--- src/rtl/spi_sfr_slave.sv ---
// SPI mode-0 slave that decodes 32-bit frames into SFR read/write strobes.
// Optional SPI_SFR_SLAVE_FRAME_ERR_EN adds frame_err / err_cnt outputs for aborted frames.
module spi_sfr_slave #(
    parameter int SYNC_STAGES = 2
) (
    input  logic        clk,
    input  logic        rst_n,
    input  logic        spi_sck,
    input  logic        spi_csn,
    input  logic        spi_mosi,
    output logic        spi_miso,
    output logic [11:0] wr_addr,
    output logic [15:0] wr_data,
    output logic        wr_en,
    output logic [11:0] rd_addr,
    output logic        rd_en,
    input  logic [15:0] tx_data,
    output logic        busy
`ifdef SPI_SFR_SLAVE_FRAME_ERR_EN
    ,
    output logic        frame_err,
    output logic [7:0]  err_cnt
`endif
);

    typedef enum logic [1:0] {IDLE, HDR, DATA, DONE} state_t;

    state_t                 state_q;
    logic [SYNC_STAGES-1:0] sck_sync_q, csn_sync_q, mosi_sync_q, fill_q;
    logic                   sck_prev_q, csn_prev_q, armed_q;
    logic [5:0]             cnt_q;
    logic [15:0]            rx_q, tx_q;
    logic                   rw_q, rd_pend_q;
    logic [11:0]            addr_q;

    logic        sck_s, csn_s, mosi_s;
    logic        sck_rise, sck_fall, csn_fall, csn_rise;
    logic [15:0] rx_d, tx_d;

    assign sck_s    = sck_sync_q[SYNC_STAGES-1];
    assign csn_s    = csn_sync_q[SYNC_STAGES-1];
    assign mosi_s   = mosi_sync_q[SYNC_STAGES-1];
    assign sck_rise = sck_s & ~sck_prev_q;
    assign sck_fall = ~sck_s & sck_prev_q;
    // A CS low that was already present when reset released is not a new frame.
    assign csn_fall = armed_q & csn_prev_q & ~csn_s;
    assign csn_rise = csn_s & ~csn_prev_q;
    assign rx_d     = {rx_q[14:0], mosi_s};
    // Read data arriving in the same cycle as a falling edge is used directly.
    assign tx_d     = rd_pend_q ? tx_data : tx_q;

    always_ff @(posedge clk or negedge rst_n) begin
        if (!rst_n) begin
            state_q     <= IDLE;
            sck_sync_q  <= '0;
            csn_sync_q  <= '1;
            mosi_sync_q <= '0;
            fill_q      <= '0;
            sck_prev_q  <= 1'b0;
            csn_prev_q  <= 1'b1;
            armed_q     <= 1'b0;
            cnt_q       <= '0;
            rx_q        <= '0;
            tx_q        <= '0;
            rw_q        <= 1'b0;
            rd_pend_q   <= 1'b0;
            addr_q      <= '0;
            spi_miso    <= 1'b0;
            wr_addr     <= '0;
            wr_data     <= '0;
            wr_en       <= 1'b0;
            rd_addr     <= '0;
            rd_en       <= 1'b0;
            busy        <= 1'b0;
`ifdef SPI_SFR_SLAVE_FRAME_ERR_EN
            frame_err   <= 1'b0;
            err_cnt     <= '0;
`endif
        end else begin
            sck_sync_q  <= {sck_sync_q[SYNC_STAGES-2:0], spi_sck};
            csn_sync_q  <= {csn_sync_q[SYNC_STAGES-2:0], spi_csn};
            mosi_sync_q <= {mosi_sync_q[SYNC_STAGES-2:0], spi_mosi};
            fill_q      <= {fill_q[SYNC_STAGES-2:0], 1'b1};
            armed_q     <= armed_q | (fill_q[SYNC_STAGES-1] & csn_s);
            sck_prev_q  <= sck_s;
            csn_prev_q  <= csn_s;
            busy        <= ~csn_s;
            wr_en       <= 1'b0;
            rd_en       <= 1'b0;
            rd_pend_q   <= rd_en;
            if (rd_pend_q) tx_q <= tx_data;
`ifdef SPI_SFR_SLAVE_FRAME_ERR_EN
            frame_err   <= 1'b0;
`endif
            if (csn_rise) begin
                state_q  <= IDLE;
                cnt_q    <= '0;
                spi_miso <= 1'b0;
`ifdef SPI_SFR_SLAVE_FRAME_ERR_EN
                if (cnt_q != 6'd0 && !cnt_q[5]) begin
                    frame_err <= 1'b1;
                    if (err_cnt != 8'hFF) err_cnt <= err_cnt + 8'd1;
                end
`endif
            end else begin
                case (state_q)
                    IDLE: begin
                        spi_miso <= 1'b0;
                        if (csn_fall) begin
                            state_q <= HDR;
                            cnt_q   <= '0;
                            rx_q    <= '0;
                        end
                    end
                    HDR: begin
                        spi_miso <= 1'b0;
                        if (sck_rise) begin
                            rx_q  <= rx_d;
                            cnt_q <= cnt_q + 6'd1;
                            if (cnt_q == 6'd15) begin
                                rw_q    <= rx_d[15];
                                addr_q  <= rx_d[11:0];
                                state_q <= DATA;
                                if (rx_d[15]) begin
                                    rd_addr <= rx_d[11:0];
                                    rd_en   <= 1'b1;
                                end
                            end
                        end
                    end
                    DATA: begin
                        if (sck_rise) begin
                            rx_q  <= rx_d;
                            cnt_q <= cnt_q + 6'd1;
                            if (cnt_q == 6'd31) begin
                                state_q  <= DONE;
                                spi_miso <= 1'b0;
                                if (!rw_q) begin
                                    wr_addr <= addr_q;
                                    wr_data <= rx_d;
                                    wr_en   <= 1'b1;
                                end
                            end
                        end else if (sck_fall) begin
                            if (rw_q) begin
                                spi_miso <= tx_d[15];
                                tx_q     <= {tx_d[14:0], 1'b0};
                            end else begin
                                spi_miso <= 1'b0;
                            end
                        end
                    end
                    default: spi_miso <= 1'b0;
                endcase
            end
        end
    end

endmodule

--- config.mk ---
export PLATFORM = sky130hd
export DESIGN_NAME = spi_sfr_slave
export DESIGN_NICKNAME = d
export VERILOG_FILES = /design/src/rtl/spi_sfr_slave.sv
export SDC_FILE = /design/constraint.sdc
export NUM_CORES = 1
export LEC_CHECK = 0
export ABC_CLOCK_PERIOD_IN_PS = 4100
export CORE_MARGIN = 2
export CORE_UTILIZATION = 30
export CTS_CLUSTER_DIAMETER = 100
export DETAILED_ROUTE_END_ITERATION = 12
export HOLD_SLACK_MARGIN = 0.02
export PLACE_DENSITY_LB_ADDON = 0.05
export SYNTH_ARGS = -nofsm -noshare
export SYNTH_HDL_FRONTEND = slang
export SYNTH_SLANG_ARGS = --single-unit
--- constraint.sdc ---
create_clock -name clk -period 4.1 [get_ports clk]
set_input_delay 0.615 -clock clk [delete_from_list [all_inputs] [get_ports clk]]
set_output_delay 0.615 -clock clk [all_outputs]
set_load 0.01 [all_outputs]
==> results of run 1 <==
-- cell type report --
| type | instances | share of cell area, % |
|---|---|---|
| sequential | 108 | 48.3 |
| multi-input combinational | 182 | 30.1 |
| timing repair buffer | 68 | 11.9 |
| clock buffer | 13 | 4.65 |
| tap | 184 | 4.11 |
| inverter | 10 | 0.670 |
| clock inverter | 1 | 0.156 |
-- layer usage --
| metal | vias up | track usage, % | routed length, µm |
|---|---|---|---|
| li1 | 1269 | - | - |
| met1 | 1363 | 17.2 | 4460 |
| met2 | 46 | 18.0 | 4050 |
| met3 | 7 | 4.39 | 371 |
| met4 | 0 | 3.49 | 110 |
| met5 | - | 0 | 0 |
-- logic make-up (layout without fill, tap and decap cells) --
group / Yosys count / in the layout / synth area share [%]
flops: 108 / 108 / 60.0
mux: 71 / 71 / 22.4
simple gates: 66 / 66 / 7.79
other cells: 1 / 1 / 0.0831
fa+ha+maj: 7 / 7 / 1.94
compound gates: 37 / 37 / 5.07
buf+inv: 26 / 92 / 2.80
-- state kept, by name (all words and copies together) (netlist names), 2 cells and up --
name,cells
wr_addr,12
sck_sync_q,2
addr_q,12
csn_sync_q,2
state_q,2
tx_q,16
rx_q,15
mosi_sync_q,2
wr_data,16
fill_q,2
cnt_q,6
rd_addr,12
-- worst max-delay path: stages, from the launching register on --
cell and delay [ns]:
dfrtp_1 0.39, inv_1 0.09, ha_1 0.59, nor2b_1 0.26, a2111o_1 0.71, nand2_1 0.16
o21ai_0 0.09
-- power groups by stage --
stage	sequential [mW]	clock [mW]	combinational [mW]
final	1.12	0.806	0.268
after global routing	1.13	0.894	0.313
after CTS	1.12	0.848	0.274
after detailed placement	1.14	0	0.272
after global placement	1.14	0	0.271
after floorplan	1.13	0	0.190
-- through the flow --
stage | hold slack (ns) | utilization [%] | std cells
2_1_floorplan | 0.319 | - | 316
3_3_place_gp | 0.333 | 36.4 | 552
3_5_place_dp | 0.336 | 36.4 | 552
4_1_cts | 0.305 | 38.2 | 566
5_1_grt | 0.324 | 38.2 | 566
6_report | 0.287 | 38.2 | 566
-- layout by cell type, fill, tap and decap left out, types with 2 or more instances in the layout --
master and instances:
o21ai_0 23, mux2_2 53, clkbuf_8 2, nand3_1 6, or2_2 2, mux2i_1 3, nand3b_1 2, mux4_1 12
clkbuf_16 9, a21oi_1 2, nand2_1 38, clkbuf_1 2, dfstp_2 3, dfrtp_1 105, inv_1 10, o31ai_1 2
ha_1 7, mux4_2 3, nor3_1 2, nand4_1 2, a2111o_1 2, buf_4 5, clkdlybuf4s50_1 63
-- worst paths after layout --
kind                                   startpoint                      end  slack (ns)  depth (start not counted)
setup / recovery           state_q[0]$_DFFE_PN0P_      rx_q[1]$_DFFE_PN0P_        1.65                          6
hold / removal                              rst_n        tx_q[9]$_DFF_PN0_        0.29                          1
setup reg to reg           state_q[0]$_DFFE_PN0P_      rx_q[1]$_DFFE_PN0P_        1.65                          6
hold reg to reg               fill_q[0]$_DFF_PN0_      fill_q[1]$_DFF_PN0_        0.35                          0
max in group asynchronous                   rst_n  wr_addr[10]$_DFFE_PN0P_        2.95                          2
min in group clk              fill_q[0]$_DFF_PN0_      fill_q[1]$_DFF_PN0_        0.35                          0
==> impl_metrics.ini, run 1 <==
[timing]
slew_headroom_pct = 50.5
fmax_mhz = 409
maxSlewViolCount = 0
fin_tns_setup_ns = 0
finalHoldViolCount = 0
period_share_pct = 59.7
worst_pin_slew_ns = 0.743
fin_crit_ns = 2.45
finalWorstSetupSlack_ns = 1.65
rsz0062_at_grt = no
clock-skew-final_ns = 0.00542
finalSetupViolations = 0

[global_routing]
grt_pass1_vias = 2742
grt_overflow = 0
grt_usage_pct = 12.2
antenna_found_initial = 0
grt_pass1_wl_um = 15200
grt_max_degree = 52

[route]
dr.pass1.iters = 4
detail-route-antenna-nets = 0
vias = 2685
drt_iter0_drc = 113
drc = 0
wl_per_cell_um = 15.9
routed_wl_um = 9000
viasPerCell = 4.74

[worst_setup_path]
path_class = flop to flop
cp_data_required_time_ns = 4.29
crit_arrival_ns = 2.64
cp-start-kind = flop
crit_fanout = 30
cp-end-kind = flop

[floorplan]
die_x_um = 127
dieArea_mm2 = 0.0160
core-area_mm2 = 0.0146
rows = 44
die_y_um = 127
pin_count = 65
start_util_pct = 30.8

[cts]
path_clk_slew_ns = 0.07
cts_tree = done
clockBufferDepth = 2
post_cts_buffers = 0
cts-hold-fix-buffers = 0
cts_buffers = 9
h-tree-depth = 3
cts.sinks = 108
clk_latency_ns = 0.34
clockRootBuffer = clkbuf_16
cts_resized = 0

[place]
place.port_buffers = 64
dp_hpwl_um = 5910
dp_slack_ns = 1.62
routabilityCongestion = 0.757
dpl_cell_area_mm2 = 0.00533

[yosys]
synth_top_area_cell = dfrtp_1
yosysMostFrequentCell = dfrtp_1
synth-seq-area-share_pct = 60.0
async_reset_ff_share_pct = 100
synth_area_leaders = dfrtp_1, mux2_2, mux4_1
synth_common_cells = dfrtp_1, mux2_2, nand2_1
synth_ff_type = dfrtp_1
postSynthCellCount = 316
postSynthAreaPerCell_um2 = 14.3
ys.warnings.count = 0
synth_cell_types = 45
syn_area_mm2 = 0.00451
ys_ff_latch = 108
synth_fp_nets = 344
synth_top_area_share_pct = 58.2
synth_edf_count = 0

[cells_and_area]
multi_input_area_mm2 = 0.00169
drive_gt1_share_pct = 22.5
stdcell_area_mm2 = 0.00560
nets = 407
n_fill_cell = 1385
seqCellArea_mm2 = 0.00271
syn2layout_area_growth_pct = 24.0
antennaDiodeCount = 0

[pwr]
pwr-share-clk_pct = 36.7
power.density_mw_per_mm2 = 392
ir_drop_v = 0.000260
internal_power_mw = 1.63
p_seq_share_pct = 51.1
p_leak_nw = 2.59
swShare_pct = 25.8
p_sw_mw = 0.568
p_comb_share_pct = 12.2
power_mw = 2.20

[run]
max_cap_violations = 0

[run_status]
status = finished, final reports clean

[worst_hold_path]
hp-class = input port to async pin
Power figures use the tool's default switching activity.
==> run 2: changes to the inputs <==
ABC_CLOCK_PERIOD_IN_PS = 2600   (was 4100)
clock period = 2.6 ns   (was 4.1 ns; I/O delays follow)
==> run 2 against run 1 <==
Against the previous run:
- via count up 0.15%
- power rose by 62%
- clock skew up 0.0043 ns
- cell count up 0.18%
- die area stayed put
- cell area increased by 0.96%
- largest power group unchanged
- global-route usage shrank 0.32 points
- clock power increased by 67%
- critical path depth is the same
- first-iteration DRC count decreased by 4.4%
==> impl_metrics.ini, run 2 (synthesis gave the netlist of run 1 again) <==
[run_status]
status = finished, final reports clean

[timing]
fin_tns_setup_ns = 0
finalHoldViolCount = 0
finalSetupViolations = 0
rsz0062_at_grt = no
period_share_pct = 84.0
slew_headroom_pct = 47.4
finalWorstSetupSlack_ns = 0.416
clock-skew-final_ns = 0.00973
fin_crit_ns = 2.18
maxSlewViolCount = 0
fmax_mhz = 458
worst_pin_slew_ns = 0.789

[floorplan]
die_x_um = 127
dieArea_mm2 = 0.0160
core-area_mm2 = 0.0146
pin_count = 65
start_util_pct = 30.8
rows = 44
die_y_um = 127

[worst_setup_path]
r2r-end = state_q[1]$_DFFE_PN0P_
max_stage_delay_ns = 0.47
reg2reg_from = state_q[0]$_DFFE_PN0P_
cp-start-kind = flop
regToRegSetupSlack_ns = 0.42
crit_chain = inv_1 -> ha_1 -> or3b_2 -> a22o_1 -> a221oi_1 -> mux2i_1
slowest_stage = or3b_2
cp_data_required_time_ns = 2.85
cp-end-kind = flop
ff2ff_path_depth = 6
cpLargestDelayFamily = compound AO/OA/AOI/OAI gates
crit_arrival_ns = 2.44
critPathBufInv = 1
crit_fanout = 7
path_class = flop to flop

[cts]
cts_buffers = 9
post_cts_buffers = 0
cts_tree = done
h-tree-depth = 3
path_clk_slew_ns = 0.06
clockBufferDepth = 2
clockRootBuffer = clkbuf_16
clk_latency_ns = 0.35
cts.sinks = 108

[route]
detail-route-antenna-nets = 0
dr.pass1.iters = 4
drt_iter0_drc = 108
vias = 2689
drc = 0
wl_per_cell_um = 15.7
routed_wl_um = 8880
viasPerCell = 4.74

[pwr]
power.density_mw_per_mm2 = 631
p_leak_nw = 2.61
ir_drop_v = 0.000370

[place]
dp_slack_ns = 0.405
routabilityCongestion = 0.723
dp.cells = 553
dp_hpwl_um = 5820
place.port_buffers = 64

[global_routing]
antenna_found_initial = 0
grt_max_degree = 77
grt_usage_pct = 11.9
grt_overflow = 0
grt_pass1_vias = 2742
grt_pass1_wl_um = 14800

[worst_hold_path]
min_to = fill_q[1]$_DFF_PN0_
hold_path_depth = 0
hp-class = flop to flop
hold_path_startpoint = fill_q[0]$_DFF_PN0_

[cells_and_area]
final_cell_mix = dfrtp_1, clkdlybuf4s50_1, mux2_2, nand2_1, o21ai_0
final_core_util_pct = 38.6
antennaDiodeCount = 0
reg_top3 = tx_q: 16 flops, wr_data: 16 flops, rx_q: 15 flops
drive_gt1_share_pct = 22.7
nets = 409
syn2layout_area_growth_pct = 25.2
final_common_cell = dfrtp_1
final_cells = 567

[run]
max_cap_violations = 0
## run 2: changes by cell type in the layout (fill, tap and decap cells not counted)
cell           change
bufinv_16          +1
clkbuf_1           -1
clkinvlp_4         +1
buf_4              -1
clkinv_4           -1
clkbuf_8           -1
dlygate4sd3_1      +1
buf_12             +2
## run 2: metrics by stage
| step | hold slack [ns] | power (mW) | area [µm²] |
|---|---|---|---|
| 2_1_floorplan | 0.0944 | 2.09 | 4510 |
| 3_3_place_gp | 0.334 | 2.25 | 5360 |
| 3_5_place_dp | 0.340 | 2.26 | 5360 |
| 4_1_cts | 0.356 | 3.64 | 5650 |
| 5_1_grt | 0.357 | 3.77 | 5650 |
| 6_report | 0.353 | 3.56 | 5650 |
## run 2: layout make-up
class,count,area [µm²]
Inverter,10,37.5
Tap cell,184,230
Multi-Input combinational cell,182,1690
Fill cell,1395,8990
Clock buffer,11,243
Sequential cell,108,2710
Timing Repair Buffer,70,711
Clock inverter,2,37.5
## run 2: power by group
group | leakage [nW] | switching [mW] | internal, mW
Clock | 0.134 | 0.592 | 0.758
Sequential | 1.47 | 0.0432 | 1.72
Combinational | 1.00 | 0.285 | 0.161
Total | 2.61 | 0.920 | 2.64
## run 2: worst max-delay path by stage
stage	startpoint	end	slack (ns)	depth (start not counted)
after global routing	state_q[0]$_DFFE_PN0P_	rx_q[6]$_DFFE_PN0P_	0.24	6
final	state_q[0]$_DFFE_PN0P_	state_q[1]$_DFFE_PN0P_	0.42	6
after detailed placement	state_q[1]$_DFFE_PN0P_	rx_q[11]$_DFFE_PN0P_	0.40	6
after global placement	cnt_q[0]$_DFFE_PN0P_	wr_data[2]$_DFFE_PN0P_	0.44	6
after floorplan	cnt_q[0]$_DFFE_PN0P_	wr_data[0]$_DFFE_PN0P_	0.50	7
after CTS	state_q[1]$_DFFE_PN0P_	rx_q[11]$_DFFE_PN0P_	0.40	6
## run 2: repair_timing
action	4_1_cts	5_1_grt
hold buffers	1	0
gates resized for setup	0	0
hold endpoints to repair	29	0
## run 2: layer usage
| metal | share of wire (%) | vias up | global-route usage, % |
|---|---|---|---|
| met5 | 0 | - | 0 |
| met4 | 1.1 | 0 | 3.75 |
| met3 | 3.9 | 7 | 4.34 |
| met2 | 45 | 45 | 17.5 |
| met1 | 50 | 1366 | 16.5 |
| li1 | - | 1271 | - |
==> run 3: changes to the inputs <==
ABC_CLOCK_PERIOD_IN_PS = 2100   (was 2600)
clock period = 2.1 ns   (was 2.6 ns; I/O delays follow)
==> run 3 against run 2 <==
Against the previous run:
- routed wire length grew 6.4%
- count of clock-buffer cells in the layout unchanged
- global-route usage rose by 0.67 points
- maximum frequency is 7.8% higher
- sequential power grew 24%
- cell count rose by 3.7%
- first-iteration DRC count grew 47%
- die area stayed put
- via count is 3.4% higher
==> impl_metrics.ini, run 3 (synthesis gave the netlist of run 1 again) <==
[cells_and_area]
stdcell_area_mm2 = 0.00589
final_cell_mix = dfrtp_1, clkdlybuf4s50_1, mux2_2, nand2_1, o21ai_0
n_fill_cell = 1381
antennaDiodeCount = 0
seqCellArea_mm2 = 0.00271
syn2layout_area_growth_pct = 30.5
multi_input_area_mm2 = 0.00172
reg_top3 = tx_q: 16 flops, wr_data: 16 flops, rx_q: 15 flops
final_common_cell = dfrtp_1
drive_gt1_share_pct = 27.7
nets = 427

[floorplan]
dieArea_mm2 = 0.0160
die_y_um = 127
die_x_um = 127
rows = 44
pin_count = 65
start_util_pct = 30.8
core-area_mm2 = 0.0146

[worst_hold_path]
hp-class = flop to flop

[timing]
finalSetupViolations = 0
fmax_mhz = 494
worst_pin_slew_ns = 0.632
rsz0062_at_grt = yes
finalHoldViolCount = 0
fin_tns_setup_ns = 0
clock-skew-final_ns = 0.00723
period_share_pct = 96.5
fin_crit_ns = 2.03
maxSlewViolCount = 0
slew_headroom_pct = 57.9
fin_hold_ws_ns = 0.348

[run]
max_cap_violations = 0

[worst_setup_path]
reg2reg_from = csn_prev_q$_DFF_PN1_
crit_cells = 4
cpLargestDelayFamily = simple AND/OR/NAND/NOR gates
cp-start-kind = flop
critPathBufInv = 0
crit_chain = nand2b_4 -> nand2_4 -> or4b_4 -> mux4_1
slowest_stage = or4b_4
crit_arrival_ns = 2.24
endpoint = tx_q[11]$_DFF_PN0_
max_stage_delay_ns = 0.61
cp-end-kind = flop
crit_fanout = 13
startpoint = csn_prev_q$_DFF_PN1_
regToRegSetupSlack_ns = 0.07
ff2ff_path_depth = 4
cp_data_required_time_ns = 2.32
r2r-end = tx_q[11]$_DFF_PN0_
path_class = flop to flop

[cts]
cts.sinks = 108
cts_tree = done
clk_latency_ns = 0.35
clockBufferDepth = 2
cts_buffers = 9
h-tree-depth = 3
path_clk_slew_ns = 0.07
clockRootBuffer = clkbuf_16

[route]
drc = 0
routed_wl_um = 9460
vias = 2781
dr.pass1.iters = 4
drt_iter0_drc = 159
viasPerCell = 4.73
wl_per_cell_um = 16.1
detail-route-antenna-nets = 0

[pwr]
ir_drop_v = 0.000435
swShare_pct = 25.6
p_seq_share_pct = 46.2
p_comb_share_pct = 14.1
pwr-share-clk_pct = 39.7
power.density_mw_per_mm2 = 804
p_sw_mw = 1.21
p_leak_nw = 2.75
internal_power_mw = 3.52
power_mw = 4.73

[place]
dp_hpwl_um = 6220
routabilityCongestion = 0.715
dpl_cell_area_mm2 = 0.00548
place.port_buffers = 64

[run_status]
status = finished, final reports clean

[global_routing]
grt_pass1_wl_um = 15800
grt_overflow = 0
grt_usage_pct = 12.6
antenna_found_initial = 0
grt_pass1_vias = 2932
grt_max_degree = 36
-- run 3: cell type report --
cell class	count	share of cell area, %
repair buffers	88	14.7
inverters	10	0.637
clock buffers	11	4.29
multi-input cells	182	29.1
well taps	184	3.91
clock inverters	5	1.38
flip-flops and latches	108	45.9
-- run 3: worst min-delay path by stage --
stage	from	endpoint	slack, ns	depth (start not counted)
2_1_floorplan	rst_n	addr_q[0]$_DFFE_PN0P_	0.02	0
4_1_cts	sck_sync_q[0]$_DFF_PN0_	sck_sync_q[1]$_DFF_PN0_	0.35	0
3_3_place_gp	rst_n	tx_q[6]$_DFF_PN0_	0.30	1
5_1_grt	spi_csn	csn_sync_q[0]$_DFF_PN1_	0.36	1
6_report	sck_sync_q[0]$_DFF_PN0_	sck_sync_q[1]$_DFF_PN0_	0.35	0
3_5_place_dp	rst_n	tx_q[6]$_DFF_PN0_	0.31	1
-- run 3: metrics by stage --
step	setup slack, ns	std cells	utilization, %
6_report	0.0739	588	40.2
5_1_grt	-0.00997	588	40.2
4_1_cts	0.00567	585	39.8
3_5_place_dp	0.0129	568	37.4
3_3_place_gp	-0.00547	568	37.4
2_1_floorplan	0.00143	316	-
-- run 3: worst reg2reg max path, cell delays in order (launching register included) --
cell      delay [ns]
dfstp_2         0.56
nand2b_4        0.14
nand2_4         0.07
or4b_4          0.62
mux4_1          0.51
-- run 3: repair_timing --
item / CTS / global route
resized for setup: 1 / 8
hold endpoints to repair: 26 / 0
setup endpoints to repair: 2 / 47
hold buffers: 1 / 0
cloned: 0 / 1
setup buffers: 0 / 2
pin swaps: 0 / 0
-- run 3: routing by layer --
layer / routed length (µm) / up-vias / GRT usage (%) / part of all wire (%)
met5: 0 / - / 0 / 0
met4: 150 / 0 / 4.46 / 1.6
met3: 297 / 11 / 3.12 / 3.1
met2: 4220 / 40 / 18.9 / 45
met1: 4780 / 1424 / 17.8 / 51
li1: - / 1306 / - / -
-- run 3: power groups by stage --
stage / combinational, mW / sequential [mW] / clock (mW)
after floorplan: 0.371 / 2.22 / 0
after global placement: 0.654 / 2.22 / 0
after detailed placement: 0.661 / 2.22 / 0
after CTS: 0.665 / 2.19 / 1.96
after global routing: 0.746 / 2.20 / 2.04
final: 0.669 / 2.19 / 1.88
